--- config.mk ---
export PLATFORM = sky130hd
export DESIGN_NAME = invsqrt_req_queue
export DESIGN_NICKNAME = d
export VERILOG_FILES = /design/src/rtl/invsqrt_pkg.sv /design/src/rtl/invsqrt_req_queue.sv
export SDC_FILE = /design/constraint.sdc
export NUM_CORES = 1
export LEC_CHECK = 0
export ABC_AREA = 1
export BUFFER_PORTS_ARGS = -buffer_cell sky130_fd_sc_hd__clkbuf_2
export CORE_ASPECT_RATIO = 2
export CORE_MARGIN = 8
export CORE_UTILIZATION = 40
export DETAILED_ROUTE_END_ITERATION = 10
export PLACE_DENSITY = 0.64
export SLEW_MARGIN = 20
export SYNTH_ARGS = -nofsm -noshare
export SYNTH_HDL_FRONTEND = slang
export SYNTH_SLANG_ARGS = --single-unit
--- constraint.sdc ---
create_clock -name clk -period 2.3 [get_ports clk]
set_input_delay 0.23 -clock clk [delete_from_list [all_inputs] [get_ports clk]]
set_output_delay 0.23 -clock clk [all_outputs]
set_load 0.005 [all_outputs]
--- src/rtl/invsqrt_pkg.sv ---
// Shared widths for the Q12.4 inverse-square-root path (wrapper, queue, core).
package invsqrt_pkg;
  localparam int INT_WIDTH   = 12;
  localparam int FRACT_WIDTH = 4;
  localparam int DATA_WIDTH  = INT_WIDTH + FRACT_WIDTH;
  localparam int DROP_CNT_W  = 8;

  typedef logic [DATA_WIDTH-1:0] operand_t;
endpackage

--- src/rtl/invsqrt_req_queue.sv ---
// Operand queue in front of the inverse-square-root core: first-word-fall-through
// circular FIFO with level, full/empty, sticky overflow and saturating drop count.
module invsqrt_req_queue
  import invsqrt_pkg::*;
#(
  parameter int DATA_WIDTH = invsqrt_pkg::DATA_WIDTH,
  parameter int DEPTH      = 8
) (
  input  logic                  clk,
  input  logic                  rst,
  input  logic                  push_i,
  input  logic [DATA_WIDTH-1:0] push_data_i,
  input  logic                  flush_i,
  output logic [DATA_WIDTH-1:0] data_o,
  output logic                  valid_o,
  input  logic                  ready_i,
  output logic [$clog2(DEPTH):0] level_o,
  output logic                  empty_o,
  output logic                  full_o,
  output logic                  overflow_o,
  output logic [DROP_CNT_W-1:0] drop_cnt_o
);

  localparam int PW = $clog2(DEPTH);
  localparam int LW = PW + 1;

  if (DEPTH < 2 || (DEPTH & (DEPTH - 1)) != 0) begin : g_depth_check
    $error("invsqrt_req_queue: DEPTH must be a power of two and at least 2");
  end

  logic [DATA_WIDTH-1:0] mem [DEPTH];
  logic [PW-1:0]         rd_ptr;
  logic [PW-1:0]         wr_ptr;
  logic [LW-1:0]         level;
  logic                  overflow;
  logic [DROP_CNT_W-1:0] drop_cnt;

  logic pop;
  logic accept;
  logic drop;

  // Status and handshake decode; outputs depend only on registered state.
  always_comb begin
    empty_o    = (level == '0);
    full_o     = (level == LW'(DEPTH));
    valid_o    = !empty_o;
    data_o     = mem[rd_ptr];
    level_o    = level;
    overflow_o = overflow;
    drop_cnt_o = drop_cnt;
    // A pop frees a slot in the same cycle, so a full queue still takes a push.
    pop        = valid_o && ready_i;
    accept     = push_i && (!full_o || pop);
    drop       = push_i && full_o && !pop;
  end

  // Storage, pointers, level and sticky status; reset beats flush beats push/pop.
  always_ff @(posedge clk) begin
    if (rst) begin
      for (int i = 0; i < DEPTH; i++) mem[i] <= '0;
      rd_ptr   <= '0;
      wr_ptr   <= '0;
      level    <= '0;
      overflow <= 1'b0;
      drop_cnt <= '0;
    end else if (flush_i) begin
      // mem is left as-is; only the bookkeeping is cleared.
      rd_ptr   <= '0;
      wr_ptr   <= '0;
      level    <= '0;
      overflow <= 1'b0;
      drop_cnt <= '0;
    end else begin
      if (accept) begin
        mem[wr_ptr] <= push_data_i;
        wr_ptr      <= wr_ptr + PW'(1);
      end
      if (pop) rd_ptr <= rd_ptr + PW'(1);
      if (accept && !pop)      level <= level + LW'(1);
      else if (pop && !accept) level <= level - LW'(1);
      if (drop) begin
        overflow <= 1'b1;
        if (drop_cnt != '1) drop_cnt <= drop_cnt + DROP_CNT_W'(1);
      end
    end
  end

endmodule

==> flow_summary.ini, run 1 <==
[detailed_routing]
drt_iter0_drc = 276
drcViolationCount = 0
antenna_left = 0
wl_per_cell_um = 15.48
wirelength_um = 15700
drt-vias-per-instance = 4.926
vias = 4995
first_pass_iters = 5

[synth]
yosys.cell_count.top_type = nor2_1
syn_area_um2 = 6859
synth_flop_cell = edfxtp_1
synth_cell_type_count = 28
ys_seq_area_frac = 0.6246
yosys_warnings = 0
synth.top_cell.area_share = 0.5604
synth_edf_count = 128
synthCells = 729
synth-async-reset-ratio = 0
synth_seq_cells = 150
synth.top_cells.by_count = nor2_1, edfxtp_1, nand2_1, o21ai_0, inv_1
synth_area_leaders = edfxtp_1, nor2_1, o21ai_0
syn_nets = 757
synth_area_leader_cell = edfxtp_1
synth_area_per_cell_um2 = 9.409

[critical_path]
ff2ff_setup_slack_ns = 0.21
r2r-start = level_o[3]$_SDFFE_PP0P_
crit_arrival_ns = 2.44
worstSetupEndpointType = register
slowest_delay_ns = 0.38
reg2reg_depth = 14
crit_fanout = 7
cp.required_ns = 2.65
worstSetupStartpointType = register
cp_slowest_cell = dfxtp_1
cp_common_cell = nand2_1
crit_end = level_o[3]$_SDFFE_PP0P_
critPathLaunch = level_o[3]$_SDFFE_PP0P_
r2r_end = level_o[3]$_SDFFE_PP0P_
crit_chain = inv_2, nor2_2, nand3_2, nand2_4, inv_1, ha_1, inv_2, ha_1, or2_2, nand2_1, nand2_1, nand2_1, nand2_1, a21oi_1
worstSetupPathType = register to register

[clocking]
cts_hold_buf = 0
clock_sinks = 150
root_buffer = clkbuf_16
htree_num_levels = 4
cts_max_path_buffers = 2
clk_pin_slew_ns = 0.06
insertion_delay_ns = 0.42
tritoncts = yes
cts_setup_buffers = 0
numCtsBuffers = 17

[status]
outcome = finished clean

[sta]
hold_slack_ns = 0.1478
max_freq_mhz = 479.0
finalHoldViolCount = 0
post-route-period-util = 0.9077
relSlewSlack = 0.5956
finalMaxSlewViolations = 0
clock_skew_ns = 0.009073
min_period_ns = 2.088
rsz0062_at_grt = false
setup_tns_ns = 0
worst_pin_slew_ns = 0.6059
setup_viol = 0

[grt]
grt-ovfl-total = 0
grt_pass1_vias = 5043
grt_pass1_wl_um = 25710
antenna_found_initial = 0
grt_max_degree = 65
grt_use_total = 0.1511

[floorplanning]
die_x_um = 108.6
dieArea_um2 = 21850
core.rowCount = 68
initial_core_util = 0.4031
core_area_um2 = 17020
io_pins = 53
dieHeight_um = 201.2

[layout]
instances_no_fill = 1014
final_nets = 819
antennaDiodeCount = 0
fillers = 1653
fin_util = 0.4715
drive_gt1_frac = 0.1642
synthToLayoutAreaGrowth_pct = 16.96

[place]
placed_cells = 982
finalWeightedCongestion = 0.8096
io_buffers = 52
dp_hpwl_um = 10640

[run]
cap_violations = 0

[hold_path]
hold_class = primary input to register

[power]
vdd_drop_max_v = 0.0005046
leakage_nw = 3.435
p_per_area_nw_per_um2 = 791.8
## per-stage QoR
step	area, um2	total power (W)	setup WS [ns]
floorplan	6859	0.003531	0.2365
global placement	7455	0.003780	0.1882
detailed placement	7455	0.003795	0.09734
CTS	8016	0.006408	0.08615
global route	8023	0.006592	0.01275
finish	8023	0.006352	0.2122
## state kept, by name, summed over array words and instances, names as in the netlist, named ones only
register and flops:
drop_cnt_o 8, rd_ptr 3, mem 128, overflow_o 1, level_o 4, wr_ptr 3
## routing by layer
metal	global-route usage	share of wire	wire [um]
met4	0.05318	0.015	228
met5	0	0	0
met3	0.03108	0.041	649
met2	0.2604	0.52	8239
met1	0.1789	0.42	6583
## critical path: cells and delay by family (launching register included)
| family | cells | cell delay (ns) |
|---|---|---|
| compound gates | 1 | 0.10 |
| simple gates | 8 | 0.86 |
| flops | 1 | 0.38 |
| buf+inv | 3 | 0.24 |
| fa+ha+maj | 2 | 0.45 |
## where the power goes
| part | switching [W] | leakage (nW) | internal (W) |
|---|---|---|---|
| combinational | 0.000428 | 1.65 | 0.000221 |
| clock | 0.00120 | 0.270 | 0.00142 |
| sequential | 0.0000371 | 1.51 | 0.00304 |
## layout by cell type (no fill, tap or decap), types with 5 or more instances in the layout
cell	instances
buf_4	19
nand3_1	7
inv_1	38
nand3_2	5
clkbuf_16	17
a21oi_1	13
o21ai_0	93
nand2_4	5
clkbuf_2	52
o21ai_1	10
inv_8	5
dfxtp_1	20
nor2_1	246
nand2_1	101
edfxtp_1	128
ha_1	6
## logic make-up (layout without fill, tap and decap cells)
kind of cell,count (synthesis),count (layout),synth area share
xor gates and xnor gates,5,5,0.006384
adders and majority gates,7,7,0.01386
DFF,150,150,0.6246
and+or+nand+nor,375,375,0.2231
buffers and inverters,75,150,0.04633
AOI/OAI and AO/OA,117,117,0.08574
## area by class of cell
type | instances | area, um2 | area share
clock inverters | 15 | 136.4 | 0.01700
well taps | 210 | 262.8 | 0.03275
multi-input cells | 504 | 2260 | 0.2817
repair buffers | 76 | 494.2 | 0.06160
inverters | 42 | 157.7 | 0.01965
flip-flops and latches | 150 | 4287 | 0.5343
clock buffers | 17 | 425.4 | 0.05303
## timing repair
item	in CTS	in global routing
endpoints found under the hold margin	0	0
endpoints found under the setup margin	0	3
gates resized for setup	0	3
## worst min-delay path by stage
stage | to | slack [ns] | cells past startpoint | from
detailed placement | rd_ptr[0]$_SDFFE_PP0N_ | 0.47 | 1 | rd_ptr[0]$_SDFFE_PP0N_
floorplan | drop_cnt_o[2]$_SDFFE_PP0P_ | 0.39 | 3 | rst
finish | drop_cnt_o[6]$_SDFFE_PP0P_ | 0.15 | 4 | flush_i
CTS | drop_cnt_o[6]$_SDFFE_PP0P_ | 0.13 | 4 | flush_i
global route | overflow_o$_SDFFE_PP0P_ | 0.15 | 3 | flush_i
global placement | rd_ptr[0]$_SDFFE_PP0N_ | 0.46 | 1 | rd_ptr[0]$_SDFFE_PP0N_
No activity file was read; power rests on OpenSTA's default activity.
==> inputs of run 2 (changes only) <==
--- a/config.mk
+++ b/config.mk
@@ -7,11 +7,11 @@
 export LEC_CHECK = 0
 export ABC_AREA = 1
 export BUFFER_PORTS_ARGS = -buffer_cell sky130_fd_sc_hd__clkbuf_2
-export CORE_ASPECT_RATIO = 2
+export CORE_ASPECT_RATIO = 0.8
 export CORE_MARGIN = 8
 export CORE_UTILIZATION = 40
 export DETAILED_ROUTE_END_ITERATION = 10
-export PLACE_DENSITY = 0.64
+export SKIP_LAST_GASP = 1
 export SLEW_MARGIN = 20
 export SYNTH_ARGS = -nofsm -noshare
 export SYNTH_HDL_FRONTEND = slang
==> flow_summary.ini, run 2 (same netlist as run 1, synthesis figures left out) <==
[sta]
finalHoldViolCount = 0
finalMaxSlewViolations = 0
rsz0062_at_grt = true
setup_tns_ns = 0
max_freq_mhz = 466.6
min_period_ns = 2.143
post-route-period-util = 0.9318
clock_skew_ns = 0.009319
setup_viol = 0
relSlewSlack = 0.5210
worst_pin_slew_ns = 0.7178

[hold_path]
hold_depth = 3
hold_class = primary input to register

[critical_path]
cp_slowest_cell = dfxtp_2
ff2ff_setup_slack_ns = 0.21
worstSetupEndpointType = output port
crit_arrival_ns = 1.91
slowest_delay_ns = 0.53
worstSetupPathType = register to output port
reg2reg_depth = 14
crit_chain = inv_2, buf_12, o21ai_0, o21ai_0, nand2_1, nand2_1, clkbuf_2
cp.required_ns = 2.07
worstSetupStartpointType = register
crit_fanout = 64

[clocking]
htree_num_levels = 4
tritoncts = yes
clk_pin_slew_ns = 0.06
cts_max_path_buffers = 2
root_buffer = clkbuf_16
numCtsBuffers = 17
insertion_delay_ns = 0.43
cts_hold_buf = 0
clock_sinks = 150

[detailed_routing]
drcViolationCount = 0
wirelength_um = 17200
wl_per_cell_um = 16.60
drt-vias-per-instance = 4.965
vias = 5144
first_pass_iters = 5
antenna_left = 0
drt_iter0_drc = 325

[grt]
busiest_layer = met2
grt_pass1_wl_um = 27170
grt.met3_usage = 0.04348
grt_max_degree = 65
grt_pass1_vias = 5002
grt_use_met2 = 0.2592
grt_use_total = 0.1631
grt-ovfl-total = 0
grt_use_met1 = 0.2158
antenna_found_initial = 0

[layout]
drive_gt1_frac = 0.1702
fillers = 1579
top_register = mem
synthToLayoutAreaGrowth_pct = 17.95
largest_reg_flops = 128
layout_common_cells = nor2_1, edfxtp_1, nand2_1, o21ai_0, clkbuf_2
antennaDiodeCount = 0
multi_input_area_um2 = 2257
ff_latch_area_um2 = 4288
final_nets = 826
final_common_cell = nor2_1
instances_no_fill = 1036

[floorplanning]
core_area_um2 = 17060
initial_core_util = 0.4022
dieArea_um2 = 21620
io_pins = 53
dieHeight_um = 133.1
core.rowCount = 43
die_x_um = 162.4

[place]
finalWeightedCongestion = 0.8029
placed_cells = 1003
dp_hpwl_um = 10860
io_buffers = 52

[power]
vdd_drop_max_v = 0.0005266
p_per_area_nw_per_um2 = 787.4
leakage_nw = 3.466

[run]
cap_violations = 0

[status]
outcome = finished clean
[run 2: routing by layer]
metal / share of wire / wire length [um]
met5: 0 / 0
met3: 0.057 / 979
met4: 0.010 / 172
met1: 0.46 / 7879
met2: 0.48 / 8171
[run 2: cell type report]
type | count | share of cell area
clock buffers | 17 | 0.05258
clock inverters | 15 | 0.01639
inverters | 42 | 0.01949
multi-input cells | 504 | 0.2790
flip-flops and latches | 150 | 0.5300
well taps | 225 | 0.03480
repair buffers | 83 | 0.06774
[run 2: per-stage QoR]
stage	hold WS (ns)	instance area [um2]	setup WS (ns)	power, W	utilization
2_1_floorplan	0.3921	6859	0.2365	0.003531	-
3_3_place_gp	0.4543	7506	0.1677	0.003808	0.4401
5_1_grt	0.1952	8090	-0.01345	0.006650	0.4744
6_report	0.1836	8090	0.1569	0.006371	0.4744
4_1_cts	0.1629	8064	0.09741	0.006429	0.4728
3_5_place_dp	0.4628	7506	0.1434	0.003815	0.4401
[run 2: what timing repair did]
item                                    CTS  global route
gates resized for setup                   0             2
buffers inserted                          0             0
endpoints found under the setup margin    0             2
[run 2: critical path, delay by kind of cell (launching register included)]
| kind | cells | cell delay (ns) |
|---|---|---|
| AO/OA/AOI/OAI | 2 | 0.37 |
| buffers and inverters | 3 | 0.39 |
| flip-flops | 1 | 0.53 |
| AND/OR/NAND/NOR | 2 | 0.17 |
[run 2: final timing paths]
kind,from,end
worst min register to register,overflow_o$_SDFFE_PP0P_,overflow_o$_SDFFE_PP0P_
worst min-delay path,push_i,wr_ptr[1]$_SDFFE_PP0N_
worst max-delay path,register,data_o[10]
worst max register to register,level_o[3]$_SDFFE_PP0P_,level_o[3]$_SDFFE_PP0P_
[run 2: where the power goes]
group          internal, W  leakage (nW)  switching (W)  total [W]
logic             0.000231          1.68       0.000432   0.000664
clock network      0.00149         0.267        0.00113    0.00261
registers          0.00304          1.51      0.0000476    0.00309
